### src/rtl/ascii_to_ps2_tx_if.sv
// Character handshake between the string injector and the PS/2 sender.
// The master offers a character; the slave signals when it can take one.
interface ascii_to_ps2_tx_if;
    logic       in_valid;
    logic [7:0] in_ascii;
    logic       in_ready;

    modport master (
        output in_valid,
        output in_ascii,
        input  in_ready
    );

    modport slave (
        input  in_valid,
        input  in_ascii,
        output in_ready
    );
endinterface

### src/rtl/ascii_to_ps2_tx.sv
// ASCII to PS/2 set-2 sender: make, F0, make framed onto a generated clock.
// Outputs are registered from next-state values so they align with state.
module ascii_to_ps2_tx #(
    parameter int CLK_DIV = 4,
    parameter int GAP     = 8
) (
    input  logic                clk,
    input  logic                rst,
    ascii_to_ps2_tx_if.slave    bus,
    output logic                ps2_clk,
    output logic                ps2_data,
    output logic                busy,
    output logic                done,
    output logic                err
);
    localparam int PW = $clog2(CLK_DIV) + 1;
    localparam int GW = $clog2(GAP) + 1;
    localparam logic [PW-1:0] PH_MAX  = PW'(CLK_DIV - 1);
    localparam logic [GW-1:0] GAP_MAX = GW'(GAP - 1);

    typedef enum logic [1:0] {
        S_IDLE,
        S_SEND,
        S_GAP,
        S_DONE
    } state_t;

    state_t        r_state;
    logic [PW-1:0] r_ph;
    logic          r_half;
    logic [3:0]    r_bit;
    logic [1:0]    r_idx;
    logic [GW-1:0] r_gap;
    logic [7:0]    r_code;

    state_t        w_state_n;
    logic [PW-1:0] w_ph_n;
    logic          w_half_n;
    logic [3:0]    w_bit_n;
    logic [1:0]    w_idx_n;
    logic [GW-1:0] w_gap_n;
    logic [7:0]    w_code_n;

    logic          w_mapped;
    logic [7:0]    w_map_code;
    logic [7:0]    w_byte_n;
    logic [10:0]   w_frame_n;
    logic          w_ps2_clk_n;
    logic          w_ps2_data_n;
    logic          w_busy_n;
    logic          w_done_n;
    logic          w_err_n;

    assign bus.in_ready = (r_state == S_IDLE);

    // Lowercase letters, digits, space and CR to set-2 make codes.
    always_comb begin
        w_mapped   = 1'b1;
        w_map_code = 8'h00;
        case (bus.in_ascii)
            8'h61: w_map_code = 8'h1C;
            8'h62: w_map_code = 8'h32;
            8'h63: w_map_code = 8'h21;
            8'h64: w_map_code = 8'h23;
            8'h65: w_map_code = 8'h24;
            8'h66: w_map_code = 8'h2B;
            8'h67: w_map_code = 8'h34;
            8'h68: w_map_code = 8'h33;
            8'h69: w_map_code = 8'h43;
            8'h6A: w_map_code = 8'h3B;
            8'h6B: w_map_code = 8'h42;
            8'h6C: w_map_code = 8'h4B;
            8'h6D: w_map_code = 8'h3A;
            8'h6E: w_map_code = 8'h31;
            8'h6F: w_map_code = 8'h44;
            8'h70: w_map_code = 8'h4D;
            8'h71: w_map_code = 8'h15;
            8'h72: w_map_code = 8'h2D;
            8'h73: w_map_code = 8'h1B;
            8'h74: w_map_code = 8'h2C;
            8'h75: w_map_code = 8'h3C;
            8'h76: w_map_code = 8'h2A;
            8'h77: w_map_code = 8'h1D;
            8'h78: w_map_code = 8'h22;
            8'h79: w_map_code = 8'h35;
            8'h7A: w_map_code = 8'h1A;
            8'h30: w_map_code = 8'h45;
            8'h31: w_map_code = 8'h16;
            8'h32: w_map_code = 8'h1E;
            8'h33: w_map_code = 8'h26;
            8'h34: w_map_code = 8'h25;
            8'h35: w_map_code = 8'h2E;
            8'h36: w_map_code = 8'h36;
            8'h37: w_map_code = 8'h3D;
            8'h38: w_map_code = 8'h3E;
            8'h39: w_map_code = 8'h46;
            8'h20: w_map_code = 8'h29;
            8'h0D: w_map_code = 8'h5A;
            default: w_mapped = 1'b0;
        endcase
    end

    // State, counters and registered outputs.
    always_ff @(posedge clk) begin
        if (rst) begin
            r_state  <= S_IDLE;
            r_ph     <= '0;
            r_half   <= 1'b0;
            r_bit    <= '0;
            r_idx    <= '0;
            r_gap    <= '0;
            r_code   <= '0;
            ps2_clk  <= 1'b1;
            ps2_data <= 1'b1;
            busy     <= 1'b0;
            done     <= 1'b0;
            err      <= 1'b0;
        end else begin
            r_state  <= w_state_n;
            r_ph     <= w_ph_n;
            r_half   <= w_half_n;
            r_bit    <= w_bit_n;
            r_idx    <= w_idx_n;
            r_gap    <= w_gap_n;
            r_code   <= w_code_n;
            ps2_clk  <= w_ps2_clk_n;
            ps2_data <= w_ps2_data_n;
            busy     <= w_busy_n;
            done     <= w_done_n;
            err      <= w_err_n;
        end
    end

    // Next state: bit phases in SEND, idle spacing in GAP, three bytes.
    always_comb begin
        w_state_n = r_state;
        w_ph_n    = r_ph;
        w_half_n  = r_half;
        w_bit_n   = r_bit;
        w_idx_n   = r_idx;
        w_gap_n   = r_gap;
        w_code_n  = r_code;
        unique case (r_state)
            S_IDLE: begin
                if (bus.in_valid && w_mapped) begin
                    w_state_n = S_SEND;
                    w_code_n  = w_map_code;
                    w_idx_n   = '0;
                    w_bit_n   = '0;
                    w_half_n  = 1'b0;
                    w_ph_n    = '0;
                end
            end
            S_SEND: begin
                if (r_ph == PH_MAX) begin
                    w_ph_n = '0;
                    if (!r_half) begin
                        w_half_n = 1'b1;
                    end else begin
                        w_half_n = 1'b0;
                        if (r_bit == 4'd10) begin
                            w_bit_n   = '0;
                            w_gap_n   = '0;
                            w_state_n = S_GAP;
                        end else begin
                            w_bit_n = r_bit + 4'd1;
                        end
                    end
                end else begin
                    w_ph_n = r_ph + 1'b1;
                end
            end
            S_GAP: begin
                if (r_gap == GAP_MAX) begin
                    if (r_idx < 2'd2) begin
                        w_idx_n   = r_idx + 2'd1;
                        w_bit_n   = '0;
                        w_half_n  = 1'b0;
                        w_ph_n    = '0;
                        w_state_n = S_SEND;
                    end else begin
                        w_state_n = S_DONE;
                    end
                end else begin
                    w_gap_n = r_gap + 1'b1;
                end
            end
            S_DONE: begin
                w_state_n = S_IDLE;
            end
        endcase
    end

    // Output values for the upcoming cycle, decoded from next state.
    always_comb begin
        w_byte_n     = (w_idx_n == 2'd1) ? 8'hF0 : w_code_n;
        w_frame_n    = {1'b1, ~^w_byte_n, w_byte_n, 1'b0};
        w_ps2_clk_n  = !((w_state_n == S_SEND) && w_half_n);
        w_ps2_data_n = 1'b1;
        if (w_state_n == S_SEND) begin
            w_ps2_data_n = w_frame_n[w_bit_n];
        end
        w_busy_n = (w_state_n != S_IDLE);
        w_done_n = (w_state_n == S_DONE);
        w_err_n  = (r_state == S_IDLE) && bus.in_valid && !w_mapped;
    end
endmodule

### src/flat_wrapper.sv
// flat-port wrapper written by rule: the top's interface ports become plain ports
module ascii_to_ps2_tx_flat 
#(
    parameter int CLK_DIV = 4,
    parameter int GAP     = 8
)
  (clk, rst, ps2_clk, ps2_data, busy, done, err, bus_in_valid, bus_in_ascii, bus_in_ready);
  ascii_to_ps2_tx_if bus_i ();
  input  logic clk;
  input  logic rst;
  output logic ps2_clk;
  output logic ps2_data;
  output logic busy;
  output logic done;
  output logic err;
  input wire logic [$bits(bus_i.in_valid)-1:0] bus_in_valid;
  input wire logic [$bits(bus_i.in_ascii)-1:0] bus_in_ascii;
  output wire logic [$bits(bus_i.in_ready)-1:0] bus_in_ready;
  assign bus_i.in_valid = bus_in_valid;
  assign bus_i.in_ascii = bus_in_ascii;
  assign bus_in_ready = bus_i.in_ready;
  ascii_to_ps2_tx #(.CLK_DIV(CLK_DIV), .GAP(GAP)) u_core (.clk(clk), .rst(rst), .bus(bus_i), .ps2_clk(ps2_clk), .ps2_data(ps2_data), .busy(busy), .done(done), .err(err));
endmodule
### config.mk
export PLATFORM = sky130hd
export DESIGN_NAME = ascii_to_ps2_tx_flat
export DESIGN_NICKNAME = d
export VERILOG_FILES = /design/src/rtl/ascii_to_ps2_tx_if.sv /design/src/rtl/ascii_to_ps2_tx.sv /design/src/flat_wrapper.sv
export SDC_FILE = /design/constraint.sdc
export NUM_CORES = 1
export LEC_CHECK = 0
export ABC_AREA = 1
export CORE_UTILIZATION = 64
export CTS_BUF_LIST = sky130_fd_sc_hd__clkbuf_16
export DETAILED_ROUTE_END_ITERATION = 12
export GPL_ROUTABILITY_DRIVEN = 0
export PLACE_DENSITY = 0.86
export SLEW_MARGIN = 20
export SYNTH_ARGS = -nofsm -noshare
export SYNTH_HDL_FRONTEND = slang
export SYNTH_SLANG_ARGS = --single-unit
### constraint.sdc
create_clock -name clk -period 3.77 [get_ports clk]
set_input_delay 0.754 -clock clk [delete_from_list [all_inputs] [get_ports clk]]
set_output_delay 0.754 -clock clk [all_outputs]
set_load 0.01 [all_outputs]
# Word level (Yosys, flattened, before mapping)

Index checks and enable logic that the tools add are counted.

Add/subtract/negate cells: 4
$lt $le $gt $ge: 2
Equality and inequality tests: 54
Muxes and demuxes: 41
Bitwise operators: 1
Reduce and logical (&&, ||, !) cells: 15

Operators by type and width:

| cell                | number |
|---|---|
| $pmux 7 s38         | 1 |
| $eq 8x7->1 const B  | 26 |
| $eq 8x6->1 const B  | 11 |
| $mux 4              | 10 |
| $reduce_or 38->1    | 1 |
| $mux 8              | 3 |
| $mux 2              | 9 |
| $mux 3              | 4 |
| $ne 2x1->1 const B  | 6 |
| $pmux 4 s3          | 1 |
| $pmux 3 s3          | 1 |
| $add 4x1->4 const B | 2 |
| $eq 8x4->1 const B  | 1 |
| $pmux 2 s4          | 1 |
| $pmux 4 s2          | 1 |
| $reduce_xnor 8->1   | 1 |
| $mux 1              | 7 |
| $eq 2x1->1 const B  | 3 |
| $eq 2x2->1 const B  | 3 |
| $lt 4x5->1 const B  | 1 |
| $reduce_and 5->1    | 1 |
| $bmux 1 s4          | 1 |
| $eq 4x3->1 const B  | 1 |
| $eq 4x4->1 const B  | 1 |
| 15 further kinds    | 20 |

Register bits after elaboration: 29
Word-level logic and storage cells: 129

# Longest topological paths before layout

Gate-level depths: netlist of the first run.

Word-level depth: 11
Gate-level depth with buffers: 26
Gate-level depth less buffers: 24

# Least setup slack after synthesis of the first run

Ideal clock, no wire load.

Path type: in2reg
Start: input bus_in_ascii[7]
End: register u_core.ps2_data
Arrival time: 2.650 ns
Required time: 3.658 ns
Setup slack: 1.007 ns
Cell stages on the path: 25
Buffers on the path: 2
Cell sequence: inv_1 -> nand2_1 -> nor2_1 -> buf_2 -> nand2_1 -> nand2_1 -> nand3b_1 -> nor2_1 -> nand2_2 -> nand2_4 -> nor2_8 -> buf_6 -> nand2_1 -> o21ai_2 -> inv_1 -> nand3_1 -> nand2_1 -> inv_2 -> nand2_1 -> nand2_1 -> nand2_1 -> nand3_1 -> nand2_1 -> nand2_1 -> nand2_1

Word-level cells in the longest chain between the ends: 11

RTL lines:

| item                                     | RTL line               | source |
|---|---|---|
| start, declared                          | flat_wrapper.sv:17     | `input wire logic [$bits(bus_i.in_ascii)-1:0] bus_in_ascii;` |
| $eq 8x7->1, or another cell as far along | ascii_to_ps2_tx.sv:60  | `case (bus.in_ascii)` |
| $reduce_or 38->1 (no source line)        | n/a                    |  |
| $mux 1                                   | ascii_to_ps2_tx.sv:60  |  |
| $logic_and 1x1->1                        | ascii_to_ps2_tx.sv:145 | `if (bus.in_valid && w_mapped) begin` |
| $mux 2                                   | ascii_to_ps2_tx.sv:145 |  |
| $pmux 2 s2                               | ascii_to_ps2_tx.sv:143 | `unique case (r_state)` |
| $eq 2x1->1                               | ascii_to_ps2_tx.sv:196 | `w_byte_n = (w_idx_n == 2'd1) ? 8'hF0 : w_code_n;` |
| $mux 8                                   | ascii_to_ps2_tx.sv:196 |  |
| $reduce_xnor 8->1                        | ascii_to_ps2_tx.sv:197 | `w_frame_n = {1'b1, ~^w_byte_n, w_byte_n, 1'b0};` |
| $bmux 1 s4                               | ascii_to_ps2_tx.sv:201 | `w_ps2_data_n = w_frame_n[w_bit_n];` |
| $mux 1 (implied by the code)             | ascii_to_ps2_tx.sv:201 |  |
| end signal, assigned                     | ascii_to_ps2_tx.sv:127 | `ps2_data <= w_ps2_data_n;` |
| end, declared                            | ascii_to_ps2_tx.sv:11  | `output logic ps2_data,` |

Parallel ways exist; a longest one is shown, timed or not. The select of a mux whose other input is x is not followed.
A chain may end at the register's enable or synchronous reset.

# Worst setup path in the final report of the first run

Start: input bus_in_ascii[0]
End: register u_core.ps2_data

Same word-level chain as after synthesis.

==> summary.txt, run 1 <==
Outcome
  • Status: complete, no violations

Synthesis
  • Yosys Warn Count: 0
  • Sequential area share after synthesis: a little under a quarter
  • Main synth FF type: dfxtp_1
  • Synthesized area: 2460 um^2
  • Avg Cell Area, Syn: approximately 5.9 um^2
  • Share of synthesized registers carrying an async set or reset: 0%
  • Syn Inst Count: 420
  • Synth cell types: 36
  • Syn Nets: 440
  • EDFF count, synth: 0
  • FF+latch count, synth: 29

Setup path
  • Reg2reg start: u_core.r_ph[0]
  • Reg2reg path depth: 18
  • Maximum fanout along the worst path: 6
  • Worst r2r dst: u_core.ps2_data
  • Top cell by count, worst path: nand2_1
  • Critical Path RT: approximately 4.0 ns
  • Worst EP arrival: around 3.8 ns
  • R2r setup slk: a little under 1 ns
  • Worst setup path startpoint: bus_in_ascii[0]
  • CP Capture Type: flop
  • Worst setup SP type: input pin
  • Worst Path Buf+Inv: 3
  • Crit-path cells: clkdlybuf4s50_1 > nand2_2 > nor2_1 > nand2_1 > nand2_1 > nor2_2 > nand3_2 > nor2_1 > nand2_2 > nand2_4 > nand2_1 > nand2_2 > o21ai_1 > inv_1 > nor2_2 > nand2_1 > inv_1 > nand3_1 > nand3_1 > nand2_1 > o21a_1 > nand2_1
  • Slowest cell delay on critical path: ~0.62 ns
  • Largest delay share family, worst path: simple AND/OR/NAND/NOR gates
  • Critical path type: in2reg
  • CP max-delay cell: clkdlybuf4s50_1

Power
  • Peak supply drop: 0.000329 V
  • Pwr Density: ~330 nW/um^2
  • Static Leak: around 1.5 nW

Timing
  • Final setup violation count: 0
  • Max_slew headroom: between 50% and 60%
  • Final Cycle Share: between 90% and 100%
  • Unrepaired setup endpoints after global routing: no
  • Final count of hold timing violations: 0
  • Minimum clock period after layout: roughly 3.5 ns
  • Count of pins over their slew limit: 0
  • Tightest Pin Transition: roughly 0.70 ns
  • Final setup margin: 0.234 ns
  • Setup tns final: 0 ns
  • Fmax: 283 MHz
  • Clock skew: roughly 0.0065 ns
  • Hold WS: between 0.4 and 0.5 ns

Placed design
  • IO Port Bufs: 16
  • Post-DP Area: approximately 2700 um^2
  • Detailed placement HPWL: 4.72 mm
  • Worst slack, placed: between 0.09 and 0.1 ns

Drt
  • DR vias: 2778
  • WL met1: 2.74 mm
  • Routed len/inst: 13.2 um
  • Remaining DRCs: 0
  • Pre-Repair DR Iteration Count: 6
  • Via density: ~5.7
  • Top routing layer in use: met4
  • Met3 WL: 496 um
  • Iter 0 DRT Violations: 418
  • Wirelength, routed: between 6 and 7 mm
  • Post-DRT Antenna Nets: 0
  • Metal2 WL: around 3 mm

Global route
  • Largest net degree at the start of global routing: 19
  • First-pass GRT wire length: 10.7 mm
  • Initial antenna violation count: 0
  • Grt total ovfl: 0
  • Vias in the first global route: 2584
  • GRT Util Overall: 33.6%

CTS
  • H-tree lvl count: 2
  • Post-cts resize count: 0
  • Clock Latency Late Sink: 0.28 ns
  • CTS buffer count: 5
  • Post-CTS Setup Inserts: 0
  • CTS hold repair buffers: 0
  • Sink Count: 29
  • Clk root buf: clkbuf_16
  • Clock buffer depth: 2
  • Worst-path clk slew: ~0.050 ns
  • CTS tree: done

Layout
  • Final net count: 460
  • Most common cell after layout, fill and taps aside: nand2_1
  • Final Instance Area: roughly 2800 um^2
  • Commonest cells after routing, fill and taps aside: nand2_1 (111), nor2_1 (67), inv_1 (52)
  • Share of cells above drive strength 1: approximately 9.3%
  • Area growth syn-to-layout: 15.1%
  • Diode count: 0
  • Final Util: about three quarters

Die
  • Die Y: 64.1 um
  • Die width: 64.1 um
  • Core Area: 3690 um^2
  • Die ar.: just over 4000 um^2
  • Io pins: 17
  • Std-Cell Rows: 22
  • Initial Utilization: around two thirds

Worst hold path
  • Hold/Removal Path Class: reg2reg
  • End of the worst hold path: u_core.r_ph[2]
  • Hold Path Depth: 2
  • Worst Hold Launch: u_core.r_ph[2]

Flow run
  • Max_cap viols: 0
## logic make-up (layout without fill, tap and decap cells)
family | count (synthesis) | after routing | share of synthesized area [%]
adders and majority gates | 9 | 9 | 4.57
buffers and inverters | 65 | 86 | 10.9
xor gates and xnor gates | 2 | 2 | 0.711
and+or+nand+nor | 258 | 258 | 46.1
DFF | 29 | 29 | 23.6
AOI/OAI and AO/OA | 57 | 57 | 14.2
## cells in the mapped netlist, types with 2 or more instances
library cell | number | share of area [%]
a211oi_1 | 2 | 0.61
a21oi_1 | 11 | 2.2
buf_4 | 2 | 0.61
buf_6 | 2 | 0.91
clkbuf_1 | 3 | 0.46
dfxtp_1 | 29 | 24
ha_1 | 9 | 4.6
inv_1 | 51 | 7.8
inv_2 | 6 | 0.91
nand2_1 | 111 | 17
nand2_2 | 7 | 1.8
nand2_4 | 2 | 0.91
nand3_1 | 41 | 8.3
nand3b_1 | 2 | 0.61
nand4_1 | 6 | 1.5
nor2_1 | 67 | 10
nor2_2 | 6 | 1.5
nor3_1 | 10 | 2.0
nor4_1 | 3 | 0.76
o2111ai_1 | 2 | 0.71
o211ai_1 | 4 | 1.2
o21ai_0 | 22 | 4.5
o21ai_1 | 4 | 0.81
o21ai_2 | 6 | 2.1
## power by group
group / switching [mW] / leakage [nW] / internal, mW / total (mW)
registers: 0.00555 / 0.235 / 0.318 / 0.324
clock network: 0.132 / 0.0826 / 0.306 / 0.438
logic: 0.107 / 1.17 / 0.0591 / 0.166
total: 0.245 / 1.48 / 0.683 / 0.928
## worst max path at each step
stage / endpoint / slack, ns / cells after the start
after floorplan: u_core.ps2_data / 1.01 / 25
after global placement: u_core.ps2_data / 0.22 / 20
after detailed placement: u_core.ps2_data / 0.1 / 21
after CTS: u_core.ps2_data / 0.31 / 22
after global routing: u_core.ps2_data / 0.03 / 25
final: u_core.ps2_data / 0.23 / 22
## area by class of cell
type / count / area, um^2
multi-input cells: 326 / 1620
fillers: 296 / 852
flip-flops and latches: 29 / 581
inverters: 57 / 214
repair buffers: 21 / 198
clock buffers: 5 / 125
well taps: 48 / 60.1
clock inverters: 3 / 37.5
## tightest hold or removal path, stage by stage (launching register included)
cell	delay, ns
dfxtp_1	0.30
nand3_1	0.08
inv_1	0.03
## metal layers
metal  up-vias  track usage [%]
li1       1404                -
met1      1229             39.0
met2       121             58.1
met3        24             8.04
met4         0             14.5
met5         -                0
## sequential cells by signal (all words and copies together), names as in the netlist
register and count:
u_core.r_idx 2, u_core.r_ph 3, u_core.r_bit 4, u_core.ps2_clk 1, u_core.r_gap 4, u_core.r_code 8
u_core.r_half 1, u_core.done 1, u_core.busy 1, u_core.r_state 2, u_core.err 1, u_core.ps2_data 1
## metrics by stage
step | cells | power [mW]
6_report | 489 | 0.928
5_1_grt | 489 | 0.971
4_1_cts | 489 | 0.930
3_5_place_dp | 481 | 0.491
3_3_place_gp | 481 | 0.487
2_1_floorplan | 420 | 0.448
Note: power is estimated with default switching activity, not from simulation.
==> inputs of run 2 (changes only) <==
- PLACE_DENSITY: 0.86 -> not set
- PLACE_DENSITY_LB_ADDON: not set -> 0.1
- SETUP_SLACK_MARGIN: not set -> 0.02
==> summary.txt, run 2 (same netlist as run 1, synthesis figures left out) <==
Placed design
  • IO Port Bufs: 16 (unchanged)
  • Detailed placement HPWL: 4.74 mm (was 4.72 mm)

Outcome
  • Status: complete, no violations (unchanged)

CTS
  • Clk root buf: clkbuf_16 (unchanged)
  • Clock buffer depth: 2 (unchanged)
  • Post-CTS Setup Inserts: 0 (unchanged)
  • CTS tree: done (unchanged)
  • Clock Latency Late Sink: 0.27 ns (was 0.28 ns)
  • Worst-path clk slew: 0.05 ns (about the same)
  • CTS buffer count: 5 (unchanged)
  • Sink Count: 29 (unchanged)
  • H-tree lvl count: 2 (unchanged)

Setup path
  • Slowest cell delay on critical path: 0.51 ns (was 0.62 ns)
  • Top cell by count, worst path: nand2_1 (unchanged)
  • Critical Path RT: 3.94 ns (was 3.99 ns)
  • Largest delay share family, worst path: simple AND/OR/NAND/NOR gates (unchanged)
  • Critical path type: in2reg (unchanged)
  • CP max-delay cell: clkdlybuf4s50_1 (unchanged)
  • Worst r2r dst: u_core.ps2_data (unchanged)
  • Worst Path Buf+Inv: 4 (was 3)
  • CP Capture Type: flop (unchanged)
  • Reg2reg path depth: 17 (was 18)
  • Worst setup SP type: input pin (unchanged)
  • Worst EP arrival: 3.68 ns (was 3.76 ns)
  • Reg2reg start: u_core.r_ph[0] (unchanged)
  • Maximum fanout along the worst path: 14 (was 6)
  • R2r setup slk: 1.08 ns (was 0.98 ns)

Drt
  • Routed len/inst: 12.7 um (was 13.2 um)
  • Pre-Repair DR Iteration Count: 5 (was 6)
  • Post-DRT Antenna Nets: 0 (unchanged)
  • Wirelength, routed: 6.24 mm (was 6.44 mm)
  • Iter 0 DRT Violations: 534 (was 418)
  • Via density: 5.73 (was 5.68)
  • Remaining DRCs: 0 (unchanged)
  • DR vias: 2817 (was 2778)

Layout
  • Diode count: 0 (unchanged)
  • Final net count: 463 (was 460)
  • Commonest cells after routing, fill and taps aside: nand2_1 (111), nor2_1 (67), inv_1 (52) (unchanged)
  • Fill cell count: 313 (was 296)
  • Most common cell after layout, fill and taps aside: nand2_1 (unchanged)
  • Number of flip-flops in the largest register: 8 (unchanged)
  • Share of cells above drive strength 1: 10.1% (was 9.30%)
  • Top flop regs: u_core.r_code: 8 flops, u_core.r_bit: 4 flops, u_core.r_gap: 4 flops (unchanged)
  • Area growth syn-to-layout: 15.0% (was 15.1%)
  • Largest Register: u_core.r_code (unchanged)

Timing
  • Final count of hold timing violations: 0 (unchanged)
  • Fmax: 285 MHz (was 283 MHz)
  • Final setup violation count: 0 (unchanged)
  • Count of pins over their slew limit: 0 (unchanged)
  • Minimum clock period after layout: 3.51 ns (was 3.54 ns)
  • Hold WS: 0.455 ns (was 0.454 ns)
  • Max_slew headroom: 61.2% (was 53.2%)
  • Tightest Pin Transition: 0.577 ns (was 0.700 ns)
  • Setup tns final: 0 ns (unchanged)
  • Unrepaired setup endpoints after global routing: no (unchanged)
  • Final Cycle Share: 93.2% (was 93.8%)
  • Clock skew: 0.00407 ns (was 0.00645 ns)

Worst hold path
  • End of the worst hold path: u_core.r_ph[2] (unchanged)
  • Hold/Removal Path Class: reg2reg (unchanged)
  • Hold Path Depth: 2 (unchanged)
  • Worst Hold Launch: u_core.r_ph[2] (unchanged)

Global route
  • Initial antenna violation count: 0 (unchanged)
  • Largest net degree at the start of global routing: 19 (unchanged)
  • Grt total ovfl: 0 (unchanged)
  • GRT Util Overall: 32.7% (was 33.6%)
  • Vias in the first global route: 2516 (was 2584)
  • First-pass GRT wire length: 10.6 mm (was 10.7 mm)

Power
  • Pwr Density: 306 nW/um^2 (was 327 nW/um^2)
  • Static Leak: 1.49 nW (was 1.48 nW)
  • Peak supply drop: 0.000253 V (was 0.000329 V)

Die
  • Io pins: 17 (unchanged)
  • Die ar.: 4100 um^2 (unchanged)
  • Die width: 64.1 um (unchanged)
  • Initial Utilization: 66.8% (unchanged)
  • Core Area: 3690 um^2 (unchanged)
  • Die Y: 64.1 um (unchanged)
  • Std-Cell Rows: 22 (unchanged)

Flow run
  • Max_cap viols: 0 (unchanged)
[run 2: what timing repair did]
item | CTS | global route
endpoints found under the setup margin | 0 | 1
resized for setup | 0 | 1
hold buffers | 0 | 0
[run 2: layout make-up]
cell class	instances	area [um^2]	share of cell area, %
multi-input combinational	326	1620	57.2
sequential	29	581	20.5
timing repair buffer	24	220	7.77
inverter	57	214	7.55
clock buffer	5	125	4.41
tap	48	60.1	2.12
clock inverter	3	13.8	0.485
[run 2: worst max path at each step]
stage	from	endpoint	slack (ns)	cells past startpoint
CTS	bus_in_ascii[5]	u_core.ps2_data	0.33	22
finish	bus_in_ascii[1]	u_core.ps2_data	0.26	25
global route	bus_in_ascii[1]	u_core.ps2_data	0.02	25
detailed placement	bus_in_ascii[5]	u_core.ps2_data	0.11	24
floorplan	bus_in_ascii[7]	u_core.ps2_data	1.01	25
global placement	bus_in_ascii[1]	u_core.ps2_data	0.21	25
[run 2: worst register-to-register path, cell delays in order, from the launching register on]
cell	delay, ns
dfxtp_1	0.36
ha_1	0.18
inv_1	0.05
nor2_1	0.16
inv_1	0.09
nor2_1	0.22
inv_1	0.13
nor2_1	0.27
nor2_1	0.13
nand3_1	0.08
a21boi_2	0.28
nand3_1	0.11
o21ai_1	0.11
nand2_1	0.07
nand3_1	0.08
nand2_1	0.06
o21a_1	0.20
nand2_1	0.06
[run 2: where the power goes]
part	internal (mW)	switching, mW	total, mW
combinational	0.0603	0.107	0.168
sequential	0.318	0.00626	0.324
clock	0.239	0.137	0.376
[run 2: layer usage]
metal | global-route usage [%] | share of wire [%]
met5 | 0 | 0
met4 | 11.4 | 2.5
met3 | 5.36 | 7.2
met2 | 57.0 | 47
met1 | 40.2 | 43
[run 2: through the flow]
stage | setup WS, ns | instances | total power, mW | area, um^2 | util (%)
final | 0.256 | 492 | 0.868 | 2840 | 76.9
after global routing | 0.0218 | 492 | 0.907 | 2840 | 76.9
after CTS | 0.334 | 492 | 0.863 | 2830 | 76.7
after detailed placement | 0.112 | 484 | 0.494 | 2690 | 73.0
after global placement | 0.210 | 484 | 0.490 | 2690 | 73.0
after floorplan | 1.01 | 420 | 0.448 | 2460 | -
